**src/rtl/irq_pkg.sv**
```systemverilog
// irq_pkg: shared FSM encoding and mcause constants for the interrupt controller
package irq_pkg;
  typedef enum logic [1:0] {IDLE, REQ, SERVICE, RET} irq_state_t;
  localparam int IRQ_MAX = 16;
  localparam int ID_W = $clog2(IRQ_MAX);
  localparam int IRQ_CAUSE_BASE = 16;
  localparam logic [31:0] IRQ_CAUSE_INT = 32'h8000_0000;
endpackage

```
**src/rtl/irq_sync_edge.sv**
```systemverilog
// irq_sync_edge: multi-flop synchroniser followed by rising-edge detect for one line
module irq_sync_edge #(
  parameter int SYNC_STAGES = 2
) (
  input  logic clk_i,
  input  logic rst_ni,
  input  logic async_i,
  output logic edge_o
);
  logic [SYNC_STAGES-1:0] r_sync;
  logic                   r_prev;
  always_ff @(posedge clk_i or negedge rst_ni) begin
    if (!rst_ni) begin
      r_sync <= '0;
      r_prev <= 1'b0;
    end else begin
      r_sync <= {r_sync[SYNC_STAGES-2:0], async_i};
      r_prev <= r_sync[SYNC_STAGES-1];
    end
  end
  assign edge_o = r_sync[SYNC_STAGES-1] & ~r_prev;
endmodule

```
**src/rtl/irq_controller.sv**
```systemverilog
// irq_controller: sticky edge-pending bits, fixed-priority selection (lowest index wins)
// and a request/service/return sequencer towards the core trap logic.
module irq_controller
  import irq_pkg::*;
#(
  parameter int N_IRQ       = 16,
  parameter int SYNC_STAGES = 2
) (
  input  logic             clk_i,
  input  logic             rst_ni,
  input  logic [N_IRQ-1:0] irq_i,
  input  logic [N_IRQ-1:0] mie_i,
  input  logic             irq_ack_i,
  input  logic             irq_ret_i,
  output logic             irq_o,
  output logic [31:0]      irq_cause_o,
  output logic [N_IRQ-1:0] irq_ret_o,
  output logic [N_IRQ-1:0] irq_pending_o
);
  irq_state_t       r_state;
  logic [ID_W-1:0]  r_id, w_win;
  logic [N_IRQ-1:0] r_pend, w_edge, w_cand, w_id_oh, w_clr;
  logic [31:0]      r_cause;
  for (genvar i = 0; i < N_IRQ; i++) begin : g_line
    irq_sync_edge #(.SYNC_STAGES(SYNC_STAGES)) u_sync (
      .clk_i  (clk_i),
      .rst_ni (rst_ni),
      .async_i(irq_i[i]),
      .edge_o (w_edge[i])
    );
  end
  assign w_cand  = r_pend & mie_i;
  assign w_id_oh = N_IRQ'(1) << r_id;
  assign w_clr   = (r_state == REQ && irq_ack_i) ? w_id_oh : '0;
  always_comb begin
    w_win = '0;
    for (int k = N_IRQ - 1; k >= 0; k--) if (w_cand[k]) w_win = ID_W'(k);
  end
  // a fresh edge is ORed in after the ack clear, so a coincident event survives
  always_ff @(posedge clk_i or negedge rst_ni) begin
    if (!rst_ni) begin
      r_state <= IDLE;
      r_id    <= '0;
      r_pend  <= '0;
      r_cause <= '0;
    end else begin
      r_pend <= (r_pend & ~w_clr) | w_edge;
      case (r_state)
        IDLE: if (|w_cand) begin
          r_id    <= w_win;
          r_cause <= IRQ_CAUSE_INT | 32'(IRQ_CAUSE_BASE + int'(w_win));
          r_state <= REQ;
        end
        REQ: if (irq_ack_i) r_state <= SERVICE;
             else if (~|(mie_i & w_id_oh)) r_state <= IDLE;
        SERVICE: if (irq_ret_i) r_state <= RET;
        default: r_state <= IDLE;
      endcase
    end
  end
  assign irq_o         = r_state == REQ;
  assign irq_ret_o     = r_state == RET ? w_id_oh : '0;
  assign irq_cause_o   = r_cause;
  assign irq_pending_o = r_pend;
endmodule
```
**config.mk**
```make
export PLATFORM = sky130hd
export DESIGN_NAME = irq_controller
export DESIGN_NICKNAME = d
export VERILOG_FILES = /design/src/rtl/irq_pkg.sv /design/src/rtl/irq_sync_edge.sv /design/src/rtl/irq_controller.sv
export SDC_FILE = /design/constraint.sdc
export NUM_CORES = 1
export LEC_CHECK = 0
export ABC_AREA = 0
export BUFFER_PORTS_ARGS = -buffer_cell sky130_fd_sc_hd__buf_2
export CAP_MARGIN = 20
export CORE_ASPECT_RATIO = 0.75
export CORE_MARGIN = 2
export CORE_UTILIZATION = 40
export DETAILED_ROUTE_END_ITERATION = 10
export GPL_TIMING_DRIVEN = 0
export HOLD_SLACK_MARGIN = 0.03
export PLACE_DENSITY = 0.67
export RECOVER_POWER = 25
export SYNTH_ARGS = -nofsm -noshare
export SYNTH_HDL_FRONTEND = slang
export SYNTH_HIERARCHICAL = 1
export SYNTH_SLANG_ARGS = --single-unit
export TNS_END_PERCENT = 100
```
**constraint.sdc**
```tcl
create_clock -name clk_i -period 2.2 [get_ports clk_i]
set_input_delay 0.44 -clock clk_i [delete_from_list [all_inputs] [get_ports clk_i]]
set_output_delay 0.44 -clock clk_i [all_outputs]
set_load 0.05 [all_outputs]
```
# Yosys cells after proc, flatten, opt, wreduce, memory -nomap -nowiden
# Cells that the tools add are included.
dict set report classes {
  add_sub_neg 1
  div 0
  mux 23
  bitwise 37
  reduce_logical 6
  n_lt_le_gt_ge 0
  n_mul 0
  n_shift 1
  n_eq_ne 6
}
# op count
set op_table {}
lappend op_table {{$mux W4} 16}
lappend op_table {{$and A16 B16 Y16} 3}
lappend op_table {{$mux W16} 2}
lappend op_table {{$reduce_or A16 Y1} 2}
lappend op_table {{$and A1 B1 Y1} 16}
lappend op_table {{$not A1 Y1} 16}
lappend op_table {{$not A16 Y16} 1}
lappend op_table {{$or A16 B16 Y16} 1}
lappend op_table {{$shl A1 B4 Y16 const A} 1}
lappend op_table {{$mux W2} 4}
lappend op_table {{$add A5 B4 Y6 const A} 1}
lappend op_table {{$pmux W2 S3} 1}
lappend op_table {{$eq A2 B2 Y1 const B} 2}
lappend op_table {{$ne A2 B2 Y1 const B} 2}
lappend op_table {{$ne A3 B3 Y1 const B} 1}
lappend op_table {{$reduce_and A3 Y1} 1}
lappend op_table {{$eq A2 B1 Y1 const B} 1}
lappend op_table {{$logic_not A2 Y1} 1}
lappend op_table {{$reduce_and A2 Y1} 1}
lappend op_table {{$logic_and A1 B1 Y1} 1}
dict set report totals {
  latchBits 0
  elab_cells 110
  memories 0
  mem_bits_ro 0
  mem_bits_rw 0
  reg_bits 102
}

# Depth between registers and ports, before layout
dict set report depth {
  word_depth 18
  depth_mapped 6
}

# Modules after synthesis
# The synthesis kept the hierarchy.
# module area_each_um2 cells_per_inst instances
set modules_own_cells {}
lappend modules_own_cells {irq_controller 1656.6 202 1}
lappend modules_own_cells {irq_sync_edge 88.8 4 16}

# Worst setup path before layout
# OpenSTA, ideal clock, no wires.
dict set report synth_timing {
  kind {register to output}
  startpoint {register r_id[2]}
  endpoint {output port irq_ret_o[1]}
  arrival_ps 2075
  path_stages_with_launch 5
  required_time_ps 1760
  slack_ps -315
  cell_sequence {dfrtp_1 buf_2 or2b_1 or3_1 nor2_1}
}
dict set report synth_between {
  elab_chain_cells 2
}
# element line
set synth_rtl {}
lappend synth_rtl {{start: declaration} irq_controller.sv:21} ;# logic [ID_W-1:0] r_id, w_win;
lappend synth_rtl {{start signal: assignment} irq_controller.sv:50} ;# r_id <= w_win;
lappend synth_rtl {{$shl A1 B4 Y16} irq_controller.sv:33} ;# assign w_id_oh = N_IRQ'(1) << r_id;
lappend synth_rtl {{$mux W16} irq_controller.sv:62} ;# assign irq_ret_o = r_state == RET ? w_id_oh : '0;
lappend synth_rtl {{end: declaration} irq_controller.sv:17} ;# output logic [N_IRQ-1:0] irq_ret_o,
# No other way between the ends.

# Worst setup path after layout
dict set report layout_timing {
  startpoint {register r_id[0]}
  endpoint {output port irq_ret_o[11]}
}
# The elaborated chain is that of the path after synthesis.

==> metrics.txt <==
outcome finished, final reports clean; Placed Instances 466; Via density 4.72; fraction of layout cells with a size suffix above 1 43.6%; Slew HR 44.2%; MaxCap Viol Count 0; most frequent cell after synthesis dfrtp_1; final setup vio count 0; total die area 8420 sq um; FFs w/ async S/R, synth 100%; RSZ-0062 raised after global routing yes; Critical Path Start Type register; Clock Tree Root clkbuf_8; Power Density 1030 nW/um^2; commonest cells in the netlist dfrtp_1, nand2_1, buf_4, nor2_1; CTS tree built; Pins Over Slew Limit 0; DR WL/cell 14.3 um; Multi-input gate area 1230 sq um; Skew-Pair Late Insertion Delay 350 ps; CTS H-Tree Depth 3; Iteration-0 DRC Markers 134; dominant cell type by area after synthesis dfrtp_1; GP Congestion 0.852; Bufs on Longest Clock Path 2; Die Ht 80.0 um; vias 2,284; Post-route DRC 0; Synth top area share 57.7%; Final Hold Violating Endpoints 0; Yosys reg bits 71; synth top area cells dfrtp_1, nor2b_4, buf_4, a21o_1, nand2_1; main flop type after synthesis dfrtp_1; Gate power share 37.8%; routed wire length 6.94 mm; nets 415; Netlist Area Pre-Place 3080 sq um; clk sinks 71; switching power 1.71 mW; Peak VDD IR 0.000446 V; total power 4.18 mW; Worst Path Max Fanout 4; Reg power frac 38.1%; largest net degree at the start of global routing 72; post-layout util 54.8%; Final Cycle Share 99.7%; vias in the first global route 2,235; Fill cells 648; critical path capture point type output port; P&R area growth vs syn 31.8%; Initial Utilization 41.6%; measured slew at the worst slew-check pin 836 ps; arrival time worst endpoint 1750 ps; CTS buffer count 9; sequential fraction of the synthesis area 57.7%; DP HPWL 5.14 mm; Netlist cell types 41; Pre-Repair DR Iteration Count 4; first-pass GRT wire length 11.2 mm; fin crit period 2190 ps; Syn Inst Count 266; Pint 2.48 mW; Worst Path Required 1760 ps; fin cells 484; CTS Hold Bufs 0; initial antenna violation count 0; ANT nets after route 0; Setup CP Type register to output port; Fmax 0.456 GHz; clock share of power 24.1%; Hold/Removal Path Class primary input to register; cell row count 27; Synth Area per Inst 11.6 sq um; core area 7400 sq um; Synthesis Warnings 6; diode count 0; Clock transition at path regs 80 ps; total grt overflow 0; GR Util All Layers 17.6%; Min Hold Slack 186 ps; I/O pins 101; die width 105 um; Buffers on Ports 74; switching fraction of total power 40.8%; leak pwr 1.85 nW; FF/Latch Area 1780 sq um; final setup skew 9.77 ps; EDFF count, synth 0
==> final cells by class <==
cell class	count	area share [%]
timing repair buffer	78	11.8
buffer	31	5.83
multi-input combinational	184	30.4
inverter	4	0.370
clock buffer	10	3.15
clock inverter	5	1.45
tap	101	3.12
sequential	71	43.9
==> power groups by stage <==
stage               clock network [mW]  logic [mW]  registers (mW)
floorplan                            0       0.864            1.84
global placement                     0        1.46            1.60
detailed placement                   0        1.48            1.61
CTS                               1.04        1.53            1.60
global route                      1.10        1.70            1.62
finish                            1.01        1.58            1.59
==> placed cells by master, fill, tap and decap left out, types with 2 or more instances in the layout <==
cell type   netlist  layout
a21oi_1           3       3
conb_1            1      26
clkbuf_8          0       9
nor2_4            0       5
buf_2             3      58
clkbuf_4          0      10
nor3_1            2       2
nor2b_4          16      16
nand3_1          11      10
o21ai_0           6       6
a21o_1           16      16
inv_1             4       4
or3_4             0       2
nor2_2            0       9
a32oi_1           2       2
buf_4            27      32
nand4_1           3       3
mux2i_1           2       2
clkinvlp_4        0       2
dfrtp_1          71      69
a32o_1            2       2
and3_1            2       2
or2_2             2       2
a22oi_1          10      10
nor2_1           24      10
nor3b_1           3       3
a31oi_1           2       2
buf_6             1       7
dfrtp_2           0       2
mux2_2            3       3
buf_8             0       2
o22ai_1           2       2
nand2_1          30      29
==> path summary, 6_finish.rpt <==
check	start	to	slack, ps	depth (start not counted)
setup / recovery	r_id[0]$_DFFE_PN0P_	irq_ret_o[11]	6	5
hold reg to reg	g_line[13].u_sync/r_sync[0]$_DFF_PN0_	g_line[13].u_sync/r_sync[1]$_DFF_PN0_	340	0
min in group asynchronous	rst_ni	irq_pending_o[9]$_DFF_PN0_	200	1
max in group asynchronous	rst_ni	irq_cause_o[3]$_DFFE_PN0P_	1420	1
setup reg to reg	r_state[1]$_DFFE_PN0P_	irq_pending_o[10]$_DFF_PN0_	230	5
hold / removal	irq_i[14]	g_line[14].u_sync/r_sync[0]$_DFF_PN0_	190	1
==> repair_timing <==
| item | CTS | global route |
|---|---|---|
| endpoints found under the setup margin | 15 | 16 |
| gates resized for setup | 19 | 22 |
| cloned | 0 | 0 |
| pin swaps | 1 | 4 |
| buffers inserted | 3 | 1 |
==> registers in the layout (all words and copies together) (netlist names) <==
register	count
g_line.u_sync/r_prev	16
g_line.u_sync/r_sync	32
irq_cause_o	2
irq_pending_o	16
r_id	3
r_state	2
==> cell families after synthesis <==
logic type | synth area share, %
muxes | 2.24
buffers and inverters | 8.05
and+or+nand+nor | 20.0
DFF | 57.7
AOI/OAI and AO/OA | 11.9
other | 0.122
==> critical path, cell delays in order (launching register included) <==
cell and delay, ps:
dfrtp_1 370, buf_4 120, or2b_1 230, or3_4 380
nor2_2 130, buf_6 170
==> metrics by stage <==
| stage | setup TNS, ps | area, sq um | worst slack (ps) |
|---|---|---|---|
| final | 0 | 4060 | 6.15 |
| after global routing | -268 | 4060 | -57.1 |
| after CTS | -38.8 | 3980 | -26.2 |
| after detailed placement | 0 | 3720 | 85.0 |
| after global placement | 0 | 3710 | 130 |
| after floorplan | -1020 | 3220 | -142 |
==> per-layer routing <==
layer	up-vias	GRT usage, %	wire, um	part of all wire (%)
met2	97	28.4	3310	48
li1	1093	-	-	-
met5	-	0	0	0
met1	1078	21.7	2880	42
met4	0	8.27	176	2.5
met3	16	5.39	570	8.2
(Power assumes the default switching activity.)
